`config.mk`:
```
export PLATFORM = sky130hd
export DESIGN_NAME = mem_bist_flat
export DESIGN_NICKNAME = d
export VERILOG_FILES = /design/src/rtl/mem_bist_pkg.sv /design/src/rtl/mem_bist_if.sv /design/src/rtl/mem_bist_cmp.sv /design/src/rtl/mem_bist.sv /design/src/flat_wrapper.sv
export SDC_FILE = /design/constraint.sdc
export NUM_CORES = 1
export LEC_CHECK = 0
export CORE_ASPECT_RATIO = 2
export CORE_MARGIN = 5
export CORE_UTILIZATION = 50
export CTS_CLUSTER_DIAMETER = 80
export CTS_CLUSTER_SIZE = 25
export DETAILED_ROUTE_END_ITERATION = 8
export HOLD_SLACK_MARGIN = 0.02
export PLACE_DENSITY = 0.74
export SKIP_CTS_REPAIR_TIMING = 1
export SLEW_MARGIN = 40
export SYNTH_ARGS = -nofsm -noshare
export SYNTH_HDL_FRONTEND = slang
export SYNTH_HIERARCHICAL = 1
export SYNTH_SLANG_ARGS = --single-unit
```
`constraint.sdc`:
```
create_clock -name clk -period 2.5 [get_ports clk]
set_input_delay 0.25 -clock clk [delete_from_list [all_inputs] [get_ports clk]]
set_output_delay 0.25 -clock clk [all_outputs]
set_load 0.1 [all_outputs]
```
`src/rtl/mem_bist_pkg.sv`:
```
// ============================================================================
// mem_bist_pkg : FSM state encoding and data-pattern helper for mem_bist
// Rev 1.0
// ============================================================================
`default_nettype none

package mem_bist_pkg;

    typedef enum logic [2:0] {
        S_IDLE  = 3'd0,
        S_WR_UP = 3'd1,
        S_RD_UP = 3'd2,
        S_WR_DN = 3'd3,
        S_RD_DN = 3'd4,
        S_DRAIN = 3'd5,
        S_FIN   = 3'd6
    } bist_state_e;

    // Computed at 64 bits; callers size-cast, which gives the zero-extend/truncate behaviour.
    function automatic logic [63:0] bist_pattern(input logic [63:0] i_addr,
                                                 input logic [63:0] i_seed);
        return i_addr ^ i_seed;
    endfunction

endpackage

`default_nettype wire

```
`src/rtl/mem_bist_if.sv`:
```
// ============================================================================
// mem_bist_if : single-port synchronous memory bus between BIST and memory
// Rev 1.0
// ============================================================================
`default_nettype none

interface mem_bist_if #(
    parameter int ADDR_WIDTH = 5,
    parameter int DATA_WIDTH = 8
) ();
    logic                  read;
    logic                  write;
    logic [ADDR_WIDTH-1:0] addr;
    logic [DATA_WIDTH-1:0] data_in;
    logic [DATA_WIDTH-1:0] data_out;

    modport master (output read, output write, output addr, output data_in, input data_out);
    modport slave  (input read, input write, input addr, input data_in, output data_out);
endinterface

`default_nettype wire

```
`src/rtl/mem_bist_cmp.sv`:
```
// ============================================================================
// mem_bist_cmp : registered read-compare stage; lines up the issued read with
//                the memory data returned one cycle later
// Rev 1.0
// ============================================================================
`default_nettype none

module mem_bist_cmp #(
    parameter int ADDR_WIDTH = 5,
    parameter int DATA_WIDTH = 8
) (
    input  logic                  clk,
    input  logic                  rst,
    input  logic                  i_valid,
    input  logic [ADDR_WIDTH-1:0] i_addr,
    input  logic [DATA_WIDTH-1:0] i_exp,
    input  logic [DATA_WIDTH-1:0] i_act,
    output logic                  o_mismatch,
    output logic [ADDR_WIDTH-1:0] o_addr,
    output logic [DATA_WIDTH-1:0] o_exp,
    output logic [DATA_WIDTH-1:0] o_act
);

    logic                  r_valid;
    logic [ADDR_WIDTH-1:0] r_addr;
    logic [DATA_WIDTH-1:0] r_exp;

    always_ff @(posedge clk) begin
        if (rst) begin
            r_valid <= 1'b0;
            r_addr  <= '0;
            r_exp   <= '0;
        end else begin
            r_valid <= i_valid;
            r_addr  <= i_addr;
            r_exp   <= i_exp;
        end
    end

    assign o_mismatch = r_valid && (i_act != r_exp);
    assign o_addr     = r_addr;
    assign o_exp      = r_exp;
    assign o_act      = i_act;

endmodule

`default_nettype wire

```
`src/rtl/mem_bist.sv`:
```
// ============================================================================
// mem_bist : march-style memory BIST (write/read up, inverted write/read down)
//            with first-failure capture
// Rev 1.0
// ============================================================================
`default_nettype none

module mem_bist
    import mem_bist_pkg::*;
#(
    parameter int                    ADDR_WIDTH   = 5,
    parameter int                    DATA_WIDTH   = 8,
    parameter logic [DATA_WIDTH-1:0] PATTERN_SEED = DATA_WIDTH'('hA5)
) (
    input  logic                  clk,
    input  logic                  rst,
    input  logic                  start,
    output logic                  busy,
    output logic                  done,
    output logic                  pass,
    output logic [ADDR_WIDTH-1:0] fail_addr,
    output logic [DATA_WIDTH-1:0] fail_exp,
    output logic [DATA_WIDTH-1:0] fail_act,
    mem_bist_if.master            mem
);

    localparam logic [ADDR_WIDTH-1:0] c_addr_last = '1;

    bist_state_e           r_state, w_state_nxt;
    logic [ADDR_WIDTH-1:0] r_cnt, w_cnt_nxt;
    logic                  r_busy, w_busy_nxt;
    logic                  r_done, w_done_nxt;
    logic                  r_pass, w_pass_nxt;
    logic [ADDR_WIDTH-1:0] r_fail_addr, w_fail_addr_nxt;
    logic [DATA_WIDTH-1:0] r_fail_exp, w_fail_exp_nxt;
    logic [DATA_WIDTH-1:0] r_fail_act, w_fail_act_nxt;
    logic                  r_read, w_read_nxt;
    logic                  r_write, w_write_nxt;
    logic [ADDR_WIDTH-1:0] r_addr, w_addr_nxt;
    logic [DATA_WIDTH-1:0] r_data, w_data_nxt;

    logic [DATA_WIDTH-1:0] w_pat_cur, w_pat_nxt, w_exp_cur;
    logic                  w_mismatch;
    logic [ADDR_WIDTH-1:0] w_cmp_addr;
    logic [DATA_WIDTH-1:0] w_cmp_exp, w_cmp_act;

    assign w_pat_cur = DATA_WIDTH'(bist_pattern(64'(r_addr), 64'(PATTERN_SEED)));
    assign w_pat_nxt = DATA_WIDTH'(bist_pattern(64'(w_cnt_nxt), 64'(PATTERN_SEED)));
    assign w_exp_cur = (r_state == S_RD_DN) ? ~w_pat_cur : w_pat_cur;

    mem_bist_cmp #(
        .ADDR_WIDTH (ADDR_WIDTH),
        .DATA_WIDTH (DATA_WIDTH)
    ) u_cmp (
        .clk        (clk),
        .rst        (rst),
        .i_valid    (r_read),
        .i_addr     (r_addr),
        .i_exp      (w_exp_cur),
        .i_act      (mem.data_out),
        .o_mismatch (w_mismatch),
        .o_addr     (w_cmp_addr),
        .o_exp      (w_cmp_exp),
        .o_act      (w_cmp_act)
    );

    always_comb begin
        w_state_nxt     = r_state;
        w_cnt_nxt       = r_cnt;
        w_done_nxt      = r_done;
        w_pass_nxt      = r_pass;
        w_fail_addr_nxt = r_fail_addr;
        w_fail_exp_nxt  = r_fail_exp;
        w_fail_act_nxt  = r_fail_act;

        case (r_state)
            S_IDLE, S_FIN: begin
                if (start) begin
                    w_state_nxt     = S_WR_UP;
                    w_cnt_nxt       = '0;
                    w_done_nxt      = 1'b0;
                    w_pass_nxt      = 1'b0;
                    w_fail_addr_nxt = '0;
                    w_fail_exp_nxt  = '0;
                    w_fail_act_nxt  = '0;
                end
            end
            S_WR_UP: begin
                if (r_cnt == c_addr_last) begin
                    w_state_nxt = S_RD_UP;
                    w_cnt_nxt   = '0;
                end else begin
                    w_cnt_nxt = r_cnt + 1'b1;
                end
            end
            S_RD_UP: begin
                if (r_cnt == c_addr_last) begin
                    w_state_nxt = S_WR_DN;
                    w_cnt_nxt   = c_addr_last;
                end else begin
                    w_cnt_nxt = r_cnt + 1'b1;
                end
            end
            S_WR_DN: begin
                if (r_cnt == '0) begin
                    w_state_nxt = S_RD_DN;
                    w_cnt_nxt   = c_addr_last;
                end else begin
                    w_cnt_nxt = r_cnt - 1'b1;
                end
            end
            S_RD_DN: begin
                if (r_cnt == '0) begin
                    w_state_nxt = S_DRAIN;
                end else begin
                    w_cnt_nxt = r_cnt - 1'b1;
                end
            end
            S_DRAIN: begin
                w_state_nxt = S_FIN;
                w_done_nxt  = 1'b1;
                w_pass_nxt  = 1'b1;
            end
            default: begin
                w_state_nxt = S_IDLE;
            end
        endcase

        // A mismatch overrides normal sequencing, including the DRAIN pass verdict.
        if (w_mismatch) begin
            w_state_nxt     = S_FIN;
            w_cnt_nxt       = '0;
            w_done_nxt      = 1'b1;
            w_pass_nxt      = 1'b0;
            w_fail_addr_nxt = w_cmp_addr;
            w_fail_exp_nxt  = w_cmp_exp;
            w_fail_act_nxt  = w_cmp_act;
        end

        w_busy_nxt  = (w_state_nxt != S_IDLE) && (w_state_nxt != S_FIN);
        w_read_nxt  = (w_state_nxt == S_RD_UP) || (w_state_nxt == S_RD_DN);
        w_write_nxt = (w_state_nxt == S_WR_UP) || (w_state_nxt == S_WR_DN);
        w_addr_nxt  = (w_read_nxt || w_write_nxt) ? w_cnt_nxt : '0;
        if (w_state_nxt == S_WR_UP) begin
            w_data_nxt = w_pat_nxt;
        end else if (w_state_nxt == S_WR_DN) begin
            w_data_nxt = ~w_pat_nxt;
        end else begin
            w_data_nxt = '0;
        end
    end

    always_ff @(posedge clk) begin
        if (rst) begin
            r_state     <= S_IDLE;
            r_cnt       <= '0;
            r_busy      <= 1'b0;
            r_done      <= 1'b0;
            r_pass      <= 1'b0;
            r_fail_addr <= '0;
            r_fail_exp  <= '0;
            r_fail_act  <= '0;
            r_read      <= 1'b0;
            r_write     <= 1'b0;
            r_addr      <= '0;
            r_data      <= '0;
        end else begin
            r_state     <= w_state_nxt;
            r_cnt       <= w_cnt_nxt;
            r_busy      <= w_busy_nxt;
            r_done      <= w_done_nxt;
            r_pass      <= w_pass_nxt;
            r_fail_addr <= w_fail_addr_nxt;
            r_fail_exp  <= w_fail_exp_nxt;
            r_fail_act  <= w_fail_act_nxt;
            r_read      <= w_read_nxt;
            r_write     <= w_write_nxt;
            r_addr      <= w_addr_nxt;
            r_data      <= w_data_nxt;
        end
    end

    assign busy        = r_busy;
    assign done        = r_done;
    assign pass        = r_pass;
    assign fail_addr   = r_fail_addr;
    assign fail_exp    = r_fail_exp;
    assign fail_act    = r_fail_act;
    assign mem.read    = r_read;
    assign mem.write   = r_write;
    assign mem.addr    = r_addr;
    assign mem.data_in = r_data;

endmodule

`default_nettype wire

```
`src/flat_wrapper.sv`:
```
// flat-port wrapper written by rule: the top's interface ports become plain ports
module mem_bist_flat import mem_bist_pkg::*;
#(
    parameter int                    ADDR_WIDTH   = 5,
    parameter int                    DATA_WIDTH   = 8,
    parameter logic [DATA_WIDTH-1:0] PATTERN_SEED = DATA_WIDTH'('hA5)
)
  (clk, rst, start, busy, done, pass, fail_addr, fail_exp, fail_act, mem_read, mem_write, mem_addr, mem_data_in, mem_data_out);
  mem_bist_if #(.ADDR_WIDTH(ADDR_WIDTH), .DATA_WIDTH(DATA_WIDTH)) mem_i ();
  input  logic clk;
  input  logic rst;
  input  logic start;
  output logic busy;
  output logic done;
  output logic pass;
  output logic [ADDR_WIDTH-1:0] fail_addr;
  output logic [DATA_WIDTH-1:0] fail_exp;
  output logic [DATA_WIDTH-1:0] fail_act;
  output wire logic [$bits(mem_i.read)-1:0] mem_read;
  output wire logic [$bits(mem_i.write)-1:0] mem_write;
  output wire logic [$bits(mem_i.addr)-1:0] mem_addr;
  output wire logic [$bits(mem_i.data_in)-1:0] mem_data_in;
  input wire logic [$bits(mem_i.data_out)-1:0] mem_data_out;
  assign mem_read = mem_i.read;
  assign mem_write = mem_i.write;
  assign mem_addr = mem_i.addr;
  assign mem_data_in = mem_i.data_in;
  assign mem_i.data_out = mem_data_out;
  mem_bist #(.ADDR_WIDTH(ADDR_WIDTH), .DATA_WIDTH(DATA_WIDTH), .PATTERN_SEED(PATTERN_SEED)) u_core (.clk(clk), .rst(rst), .start(start), .busy(busy), .done(done), .pass(pass), .fail_addr(fail_addr), .fail_exp(fail_exp), .fail_act(fail_act), .mem(mem_i));
endmodule
```
==> impl_metrics.tcl, run 1 <==
set metrics [dict create \
    drc 0 \
    synth_ff_type "dfxtp_1" \
    clock_sinks 60 \
    fin_setup_tns_ns 0 \
    clkLatencyLatePin_ns 0.34 \
    yosys.area.top_type "dfxtp_1" \
    die_h_um 114 \
    htree_levels 3 \
    ys_seq_area_share_pct 44.0 \
    slew_headroom_pct 69.9 \
    synth_nets 324 \
    io_buffer_count 49 \
    num_antenna_cells 0 \
    synth.distinct_cells 55 \
    period_needed_ns 2.33 \
    finish.instance_area_um2 3410 \
    clk_pin_slew_ns 0.06 \
    grt_pass1_wl_um 11500 \
    synth_edf_count 0 \
    ios 50 \
    setup_viol 0 \
    die_area_um2 7120 \
    cts_root_buffer "clkbuf_8" \
    yosysWarnings 6 \
    drt_iter0_markers 140 \
    antenna_found_initial 0 \
    fin_crit_sh_pct 93.3 \
    start_kind "register" \
    hp-class "register to register" \
    yosys.area_share.adder_pct 2.29 \
    rows 38 \
    p_per_area_nw_per_um2 624 \
    dpl-instance-area_um2 3210 \
    path_max_fanout 7 \
    synth_common_cells "dfxtp_1 (60), nor2_1 (42), nor2b_1 (23)" \
    cts_buffers 9 \
    hold_start "u_core/mem.read$_SDFF_PP0_" \
    routed_wl_um 7060 \
    cts_tree "built" \
    syn_inst 308 \
    timing.rr.end "u_core/mem.data_in[2]$_SDFF_PP0_" \
    grt_max_degree 40 \
    ys_ff_latch 60 \
    tightest_slew_ns 0.446 \
    post_synth_and_or_nand_nor_area_fraction_pct 21.2 \
    seq_area_um2 1200 \
    critPathRequiredTime_ns 2.77 \
    ant_nets 0 \
    synth.area.top_cells "dfxtp_1 (44%), a22oi_1 (6.1%), nor2_1 (5.8%)" \
    endpoint_kind "register" \
    drive_gt1_share_pct 24.9 \
    muxShareOfSynthArea_pct 1.10 \
    die_width_um 62.2 \
    stdcell_count 425 \
    multi_input_area_um2 1330 \
    vias 2351 \
    dpl.hpwl_um 5250 \
    rr_worst_depth 8 \
    worstHoldEndpoint "u_core/u_cmp/r_valid$_SDFF_PP0_" \
    drv_cap 0 \
    vias_per_cell 5.53 \
    fin_nets 376 \
    synth_top_family_by_area "simple AND/OR/NAND/NOR gates" \
    fin_skew_ns 0.00681 \
    clock_path_buffers 2 \
    critPathKind "register to register" \
    hold_violations 0 \
    async_flop_share_pct 0 \
    ir_drop_v 0.000497 \
    max_freq_mhz 429 \
    area_growth_pct 25.1 \
    synth.most_common_cell "dfxtp_1" \
    p_leak_nw 1.44 \
    min_path_cells 1 \
    grt.overflow.total 0 \
    fillCellCount 460 \
    wl_per_cell_um 16.6 \
    arrival_ns 2.60 \
    synth-compound-area-share_pct 17.7 \
    place_congestion 0.985 \
    synth_area_per_cell_um2 8.86 \
    r2r_start "u_core/r_cnt[1]$_SDFF_PP0_" \
    r2r_setup_slack_ns 0.17 \
    core_um2 5370 \
    grt_pass1_vias 2334 \
    yosysTopAreaCellShare_pct 44.0 \
    finalPower_mw 2.13 \
    first_pass_iters 5 \
    start_util_pct 50.8 \
    rsz0062_at_grt "false" \
    track_usage_pct 20.7 \
    placed_cells 409 \
    synth_xor_area_share_pct 5.78 \
    outcome "finished, final reports clean" \
    drv_slew 0 \
    syn-cell-area_um2 2730 \
]
==> area by class of cell <==
class	instances	area share, %
timing repair buffer	70	16.1
sequential	60	35.3
multi-input combinational	204	38.8
tap	60	2.20
inverter	15	1.69
clock inverter	4	1.39
clock buffer	12	4.54
==> critical path: stages (launching register included) <==
cell and delay (ns):
dfxtp_2 0.39, ha_1 0.23, and3_2 0.23, ha_2 0.27, nor3b_1 0.10, a2111o_1 0.42
a211oi_1 0.29, buf_4 0.18, mux2i_1 0.17
==> metal layers <==
layer | vias to the layer above | part of all wire (%) | GRT usage, %
li1 | 1150 | - | -
met1 | 1114 | 35 | 19.5
met2 | 64 | 57 | 37.8
met3 | 23 | 4.1 | 5.50
met4 | 0 | 4.4 | 14.2
met5 | - | 0 | 0
==> flip-flops by register name (all words and copies together), names as in the netlist <==
name and count:
u_core/busy 1, u_core/done 1, u_core/fail_act 8, u_core/fail_addr 5, u_core/fail_exp 8, u_core/mem.addr 5
u_core/mem.data_in 7, u_core/mem.read 1, u_core/mem.write 1, u_core/pass 1, u_core/r_cnt 5, u_core/r_state 3
u_core/u_cmp/o_addr 5, u_core/u_cmp/o_exp 8, u_core/u_cmp/r_valid 1
==> where the power goes <==
group | leakage, nW | internal [mW] | switching, mW | total (mW)
Combinational | 0.852 | 0.0863 | 0.188 | 0.274
Sequential | 0.488 | 0.975 | 0.0116 | 0.986
Clock | 0.102 | 0.511 | 0.359 | 0.870
==> cells by family after synthesis <==
group                      Yosys count
muxes                                3
buffers and inverters               44
and+or+nand+nor                    108
adders and majority gates            5
AOI/OAI and AO/OA                   70
DFF                                 60
xor gates and xnor gates            18
==> worst max path at each step <==
stage / startpoint / end / cells past startpoint
floorplan: u_core/r_cnt[0]$_SDFF_PP0_ / u_core/mem.data_in[2]$_SDFF_PP0_ / 8
global placement: u_core/r_cnt[1]$_SDFF_PP0_ / u_core/mem.data_in[2]$_SDFF_PP0_ / 8
detailed placement: u_core/r_cnt[1]$_SDFF_PP0_ / u_core/mem.data_in[2]$_SDFF_PP0_ / 8
CTS: u_core/r_cnt[1]$_SDFF_PP0_ / u_core/mem.data_in[2]$_SDFF_PP0_ / 8
global route: u_core/r_cnt[1]$_SDFF_PP0_ / u_core/mem.data_in[2]$_SDFF_PP0_ / 8
finish: u_core/r_cnt[1]$_SDFF_PP0_ / u_core/mem.data_in[2]$_SDFF_PP0_ / 8
==> cells in the final DEF, fill, tap and decap left out, drive strengths merged, types with 2 or more instances in the layout <==
cell	n
inv	14
or3	2
dfxtp	60
or2	2
nor4	2
clkbuf	12
ha	5
nor3	6
nand3	4
xnor2	7
nand2b	5
mux2i	3
nand2	10
xor2	11
nor2b	23
clkdlybuf4s50	10
a2111oi	2
o21a	2
a211oi	3
clkinv	3
and3	2
buf	60
o21ai	12
a21oi	12
a31oi	2
a22oi	22
nor3b	3
o211ai	3
nand3b	2
nor2	42
==> through the flow <==
stage | worst slack (ns) | utilization [%] | hold slack (ns)
after floorplan | 0.305 | - | 0.322
after global placement | 0.0270 | 59.7 | 0.465
after detailed placement | 0.0178 | 59.7 | 0.472
after CTS | 0.00623 | 63.5 | 0.475
after global routing | 0.0285 | 63.6 | 0.500
final | 0.167 | 63.6 | 0.470
(Power assumes the default switching activity.)
==> inputs of run 2 (changes only) <==
CORE_UTILIZATION = 52   (was 50)
PLACE_DENSITY = 0.76   (was 0.74)
==> run 2 against run 1 <==
Compared with the run above:
- cell area unchanged
- final cell count fell by 1.2%
- global-route usage grew 0.84 points
- highest routed layer unchanged
==> impl_metrics.tcl, run 2 (synthesis results as in run 1) <==
set metrics [dict create \
    outcome "finished, final reports clean" \
    crit_path_cell_trace "ha_1, and3_2, ha_2, nor3b_1, a2111o_1, a211oi_2, buf_4, mux2i_1" \
    ant_nets 0 \
    drive_gt1_share_pct 24.9 \
    p_int_mw 1.63 \
    vias 2384 \
    ios 50 \
    r2r_setup_slack_ns 0.13 \
    place_congestion 0.985 \
    placed_cells 404 \
    num_antenna_cells 0 \
    routed_wl_um 7070 \
    fin_nets 373 \
    p_seq_share_pct 44.3 \
    timing.rr.end "u_core/mem.data_in[2]$_SDFF_PP0_" \
    path_max_fanout 8 \
    start_kind "register" \
    area_growth_pct 25.1 \
    worstHoldEndpoint "u_core/u_cmp/r_valid$_SDFF_PP0_" \
    stdcell_count 420 \
    slowest_delay_ns 0.44 \
    final_cell_mix "dfxtp_1 (58), buf_4 (57), nor2_1 (42), nor2b_1 (23), a22oi_1 (22)" \
    p_per_area_nw_per_um2 651 \
    endpoint_kind "register" \
    die_h_um 112 \
    drc 0 \
    rsz0062_at_grt "false" \
    track_usage_pct 21.5 \
    crit_slowest_cell "a2111o_1" \
    grt.overflow.total 0 \
    pwr-share-clk_pct 43.1 \
    setup_viol 0 \
    grt_max_degree 42 \
    min_path_cells 1 \
    start_util_pct 53.1 \
    fin_skew_ns 0.00662 \
    power_frac_comb_pct 12.5 \
    cts_buffers 9 \
    vias_per_cell 5.68 \
    clkLatencyLatePin_ns 0.32 \
    drv_slew 0 \
    fin_crit_sh_pct 94.9 \
    p_leak_nw 1.44 \
    arrival_ns 2.62 \
    max_freq_mhz 422 \
    drt_iter0_markers 154 \
    core_um2 5140 \
    clk_pin_slew_ns 0.07 \
    critPathKind "register to register" \
    tightest_slew_ns 0.447 \
    layout_commonest_cell "dfxtp_1" \
    finalPower_mw 2.22 \
    fillCellCount 442 \
    hp-class "register to register" \
    clock_path_buffers 2 \
    cp-startpoint "u_core/r_cnt[1]$_SDFF_PP0_" \
    r2r_start "u_core/r_cnt[1]$_SDFF_PP0_" \
    rr_worst_depth 8 \
    io_buffer_count 49 \
    grt_pass1_wl_um 11100 \
    antenna_found_initial 0 \
    switching_share_pct 26.7 \
    hold_violations 0 \
    period_needed_ns 2.37 \
    hold_start "u_core/mem.read$_SDFF_PP0_" \
    cts_tree "built" \
    wl_per_cell_um 16.8 \
    dpl.hpwl_um 5090 \
    first_pass_iters 6 \
    die_width_um 61.2 \
    critPathRequiredTime_ns 2.75 \
    clock_sinks 60 \
    p_switching_mw 0.593 \
    slew_headroom_pct 69.9 \
    fin_setup_tns_ns 0 \
    ir_drop_v 0.000618 \
    drv_cap 0 \
    rows 37 \
    die_area_um2 6880 \
    grt_pass1_vias 2354 \
    cts_root_buffer "clkbuf_8" \
    htree_levels 3 \
]
run 2: cell type report:
type | count | area (µm²) | share of cell area [%]
clock buffer | 9 | 124 | 3.63
inverter | 15 | 57.6 | 1.69
multi-input combinational | 204 | 1330 | 39.0
tap | 58 | 72.6 | 2.13
timing repair buffer | 67 | 528 | 15.5
clock inverter | 7 | 98.8 | 2.89
sequential | 60 | 1200 | 35.3
run 2: through the flow:
stage | worst slack [ns] | area, µm² | hold slack [ns] | utilization [%]
finish | 0.128 | 3410 | 0.482 | 66.4
global route | 0.0222 | 3410 | 0.504 | 66.4
CTS | -0.0960 | 3400 | 0.477 | 66.3
detailed placement | -0.0715 | 3180 | 0.468 | 61.9
global placement | -0.0859 | 3180 | 0.465 | 61.9
floorplan | 0.305 | 2730 | 0.322 | -
run 2: metal layers:
metal	share of wire [%]	GRT usage (%)	vias up	wire (µm)
met5	0	0	-	0
met4	3.5	12.9	0	246
met3	4.5	3.91	17	321
met2	57	38.8	83	4020
met1	35	21.1	1143	2490
li1	-	-	1141	-
run 2: power groups by stage:
stage / clock network, mW / logic, mW / registers (mW)
3_5_place_dp: 0 / 0.275 / 1.01
5_1_grt: 1.03 / 0.295 / 0.987
4_1_cts: 0.980 / 0.276 / 0.985
3_3_place_gp: 0 / 0.272 / 1.01
6_report: 0.959 / 0.278 / 0.986
2_1_floorplan: 0 / 0.129 / 1.08
run 2: worst max path at each step:
stage                                             to  slack, ns  cells past startpoint
floorplan           u_core/mem.data_in[2]$_SDFF_PP0_       0.30                      8
global placement    u_core/mem.data_in[2]$_SDFF_PP0_      -0.09                      8
detailed placement  u_core/mem.data_in[2]$_SDFF_PP0_      -0.07                      8
CTS                 u_core/mem.data_in[2]$_SDFF_PP0_       -0.1                      8
global route        u_core/mem.data_in[2]$_SDFF_PP0_       0.02                      8
finish              u_core/mem.data_in[2]$_SDFF_PP0_       0.13                      8
run 2: critical path, delay by kind of cell, from the launching register on:
family	cells	cell delay, ns
compound gates	2	0.71
fa+ha+maj	2	0.52
flops	1	0.40
simple gates	2	0.32
buf+inv	1	0.17
mux	1	0.17
==> inputs of run 3 (changes only) <==
CORE_UTILIZATION = 35   (was 52)
CTS_BUF_LIST = sky130_fd_sc_hd__clkbuf_16   (was default)
PLACE_DENSITY = 0.54   (was 0.76)
==> run 3 against run 2 <==
Compared with the run above:
- flip-flop and latch count did not move
- wire length rose by 7.6%
- non-clock buffer count rose by 7
- worst hold slack got worse by 0.011 ns
- fmax barely moved
- clock power rose by 22%
- sequential share of layout area fell by 1.8 points
- clock skew fell by 0.00076 ns
- combinational power rose by 5%
==> impl_metrics.tcl, run 3 (synthesis results as in run 1) <==
set metrics [dict create \
    dpl.hpwl_um 5790 \
    cp_top_family "compound AO/OA/AOI/OAI gates" \
    timing.critical_path.buf_inv 1 \
    outcome "finished, final reports clean" \
    hp-class "register to register" \
    hold_start "u_core/mem.read$_SDFF_PP0_" \
    p_per_area_nw_per_um2 682 \
    start_kind "register" \
    first_pass_iters 4 \
    rr_worst_depth 8 \
    crit_slowest_cell "dfxtp_1" \
    track_usage_pct 16.3 \
    core_um2 7600 \
    start_util_pct 35.9 \
    drive_gt1_share_pct 25.2 \
    min_path_cells 1 \
    area_growth_pct 31.7 \
    endpoint_kind "register" \
    clk_pin_slew_ns 0.05 \
    fillCellCount 790 \
    drv_cap 0 \
    die_area_um2 9770 \
    hold_violations 0 \
    r2r_setup_slack_ns 0.13 \
    crit_path_cell_trace "ha_1, and3_2, ha_2, nor3b_1, a2111o_1, a211oi_1, buf_4, mux2i_1" \
    max_freq_mhz 421 \
    grt.overflow.total 0 \
    worstHoldEndpoint "u_core/u_cmp/r_valid$_SDFF_PP0_" \
    cts_root_buffer "clkbuf_16" \
    htree_levels 3 \
    slowest_delay_ns 0.48 \
    grt_pass1_wl_um 12000 \
    drc 0 \
    dpl-instance-area_um2 3290 \
    pre_cts_ws_ns -0.109 \
    grt_pass1_vias 2347 \
    ir_drop_v 0.000414 \
    rows 45 \
    clock_sinks 60 \
    grt_max_degree 42 \
    setup_viol 0 \
    drv_slew 0 \
    critPathKind "register to register" \
    stdcell_count 463 \
    vias 2340 \
    slew_headroom_pct 66.2 \
    ant_nets 0 \
    layout_commonest_cell "buf_4" \
    place_congestion 0.895 \
    p_leak_nw 1.50 \
    timing.rr.end "u_core/mem.data_in[2]$_SDFF_PP0_" \
    fin_nets 380 \
    period_needed_ns 2.37 \
    wl_per_cell_um 16.4 \
    cts_tree "built" \
    path_max_fanout 8 \
    tightest_slew_ns 0.504 \
    cts_buffers 9 \
    placed_cells 447 \
    setup_slack_ns 0.127 \
    die_h_um 135 \
    critPathRequiredTime_ns 2.74 \
    ios 50 \
    r2r_start "u_core/r_cnt[1]$_SDFF_PP0_" \
    clkLatencyLatePin_ns 0.32 \
    io_buffer_count 49 \
    finish.instance_area_um2 3590 \
    antenna_found_initial 0 \
    num_antenna_cells 0 \
    arrival_ns 2.61 \
    routed_wl_um 7610 \
    rsz0062_at_grt "false" \
    final_cell_mix "buf_4 (63), dfxtp_1 (60), nor2_1 (42), nor2b_1 (23), a22oi_1 (22)" \
    vias_per_cell 5.05 \
    fin_crit_sh_pct 94.9 \
    clock_path_buffers 2 \
    die_width_um 72.4 \
    drt_iter0_markers 117 \
    fin_skew_ns 0.00587 \
]
-- run 3: how the worst max path moves through the flow --
stage	startpoint	end	slack (ns)	cells past startpoint
2_1_floorplan	u_core/r_cnt[0]$_SDFF_PP0_	u_core/mem.data_in[2]$_SDFF_PP0_	0.30	8
3_3_place_gp	mem_data_out[6]	u_core/mem.data_in[3]$_SDFF_PP0_	-0.11	8
3_5_place_dp	mem_data_out[6]	u_core/mem.data_in[2]$_SDFF_PP0_	-0.11	8
4_1_cts	u_core/r_cnt[1]$_SDFF_PP0_	u_core/mem.data_in[2]$_SDFF_PP0_	0.02	8
5_1_grt	u_core/r_cnt[1]$_SDFF_PP0_	u_core/mem.data_in[2]$_SDFF_PP0_	0.02	8
6_report	u_core/r_cnt[1]$_SDFF_PP0_	u_core/mem.data_in[2]$_SDFF_PP0_	0.13	8
-- run 3: routing by layer --
layer	routed length, µm	GRT usage (%)	vias up
met5	0	0	-
met4	472	12.7	0
met3	281	2.61	24
met2	4070	28.9	59
met1	2790	16.3	1089
li1	-	-	1168
-- run 3: worst register-to-register path: cells and delay by family, from the launching register on --
kind | cells | cell delay (ns)
AO/OA/AOI/OAI | 2 | 0.65
multiplexers | 1 | 0.19
buffers and inverters | 1 | 0.18
AND/OR/NAND/NOR | 2 | 0.31
adder cells (fa/ha/maj) | 2 | 0.49
flip-flops | 1 | 0.48
-- run 3: layout make-up --
type / instances / area [µm²] / area share [%]
well taps: 94 / 118 / 3.27
repair buffers: 74 / 593 / 16.5
inverters: 15 / 57.6 / 1.60
clock inverters: 7 / 68.8 / 1.91
flip-flops and latches: 60 / 1200 / 33.4
clock buffers: 9 / 225 / 6.27
multi-input cells: 204 / 1330 / 37.0
-- run 3: power by group --
group	total (mW)	internal [mW]	switching (mW)
Combinational	0.291	0.0951	0.195
Clock	1.17	0.764	0.411
Sequential	0.987	0.976	0.0113
-- run 3: stage by stage --
step / hold WS (ns) / TNS [ns] / util [%] / total power, mW
after floorplan: 0.322 / 0 / - / 1.21
after global placement: 0.470 / -0.345 / 43.3 / 1.30
after detailed placement: 0.472 / -0.202 / 43.3 / 1.30
after CTS: 0.480 / 0 / 47.2 / 2.48
after global routing: 0.486 / 0 / 47.3 / 2.55
final: 0.471 / 0 / 47.3 / 2.45
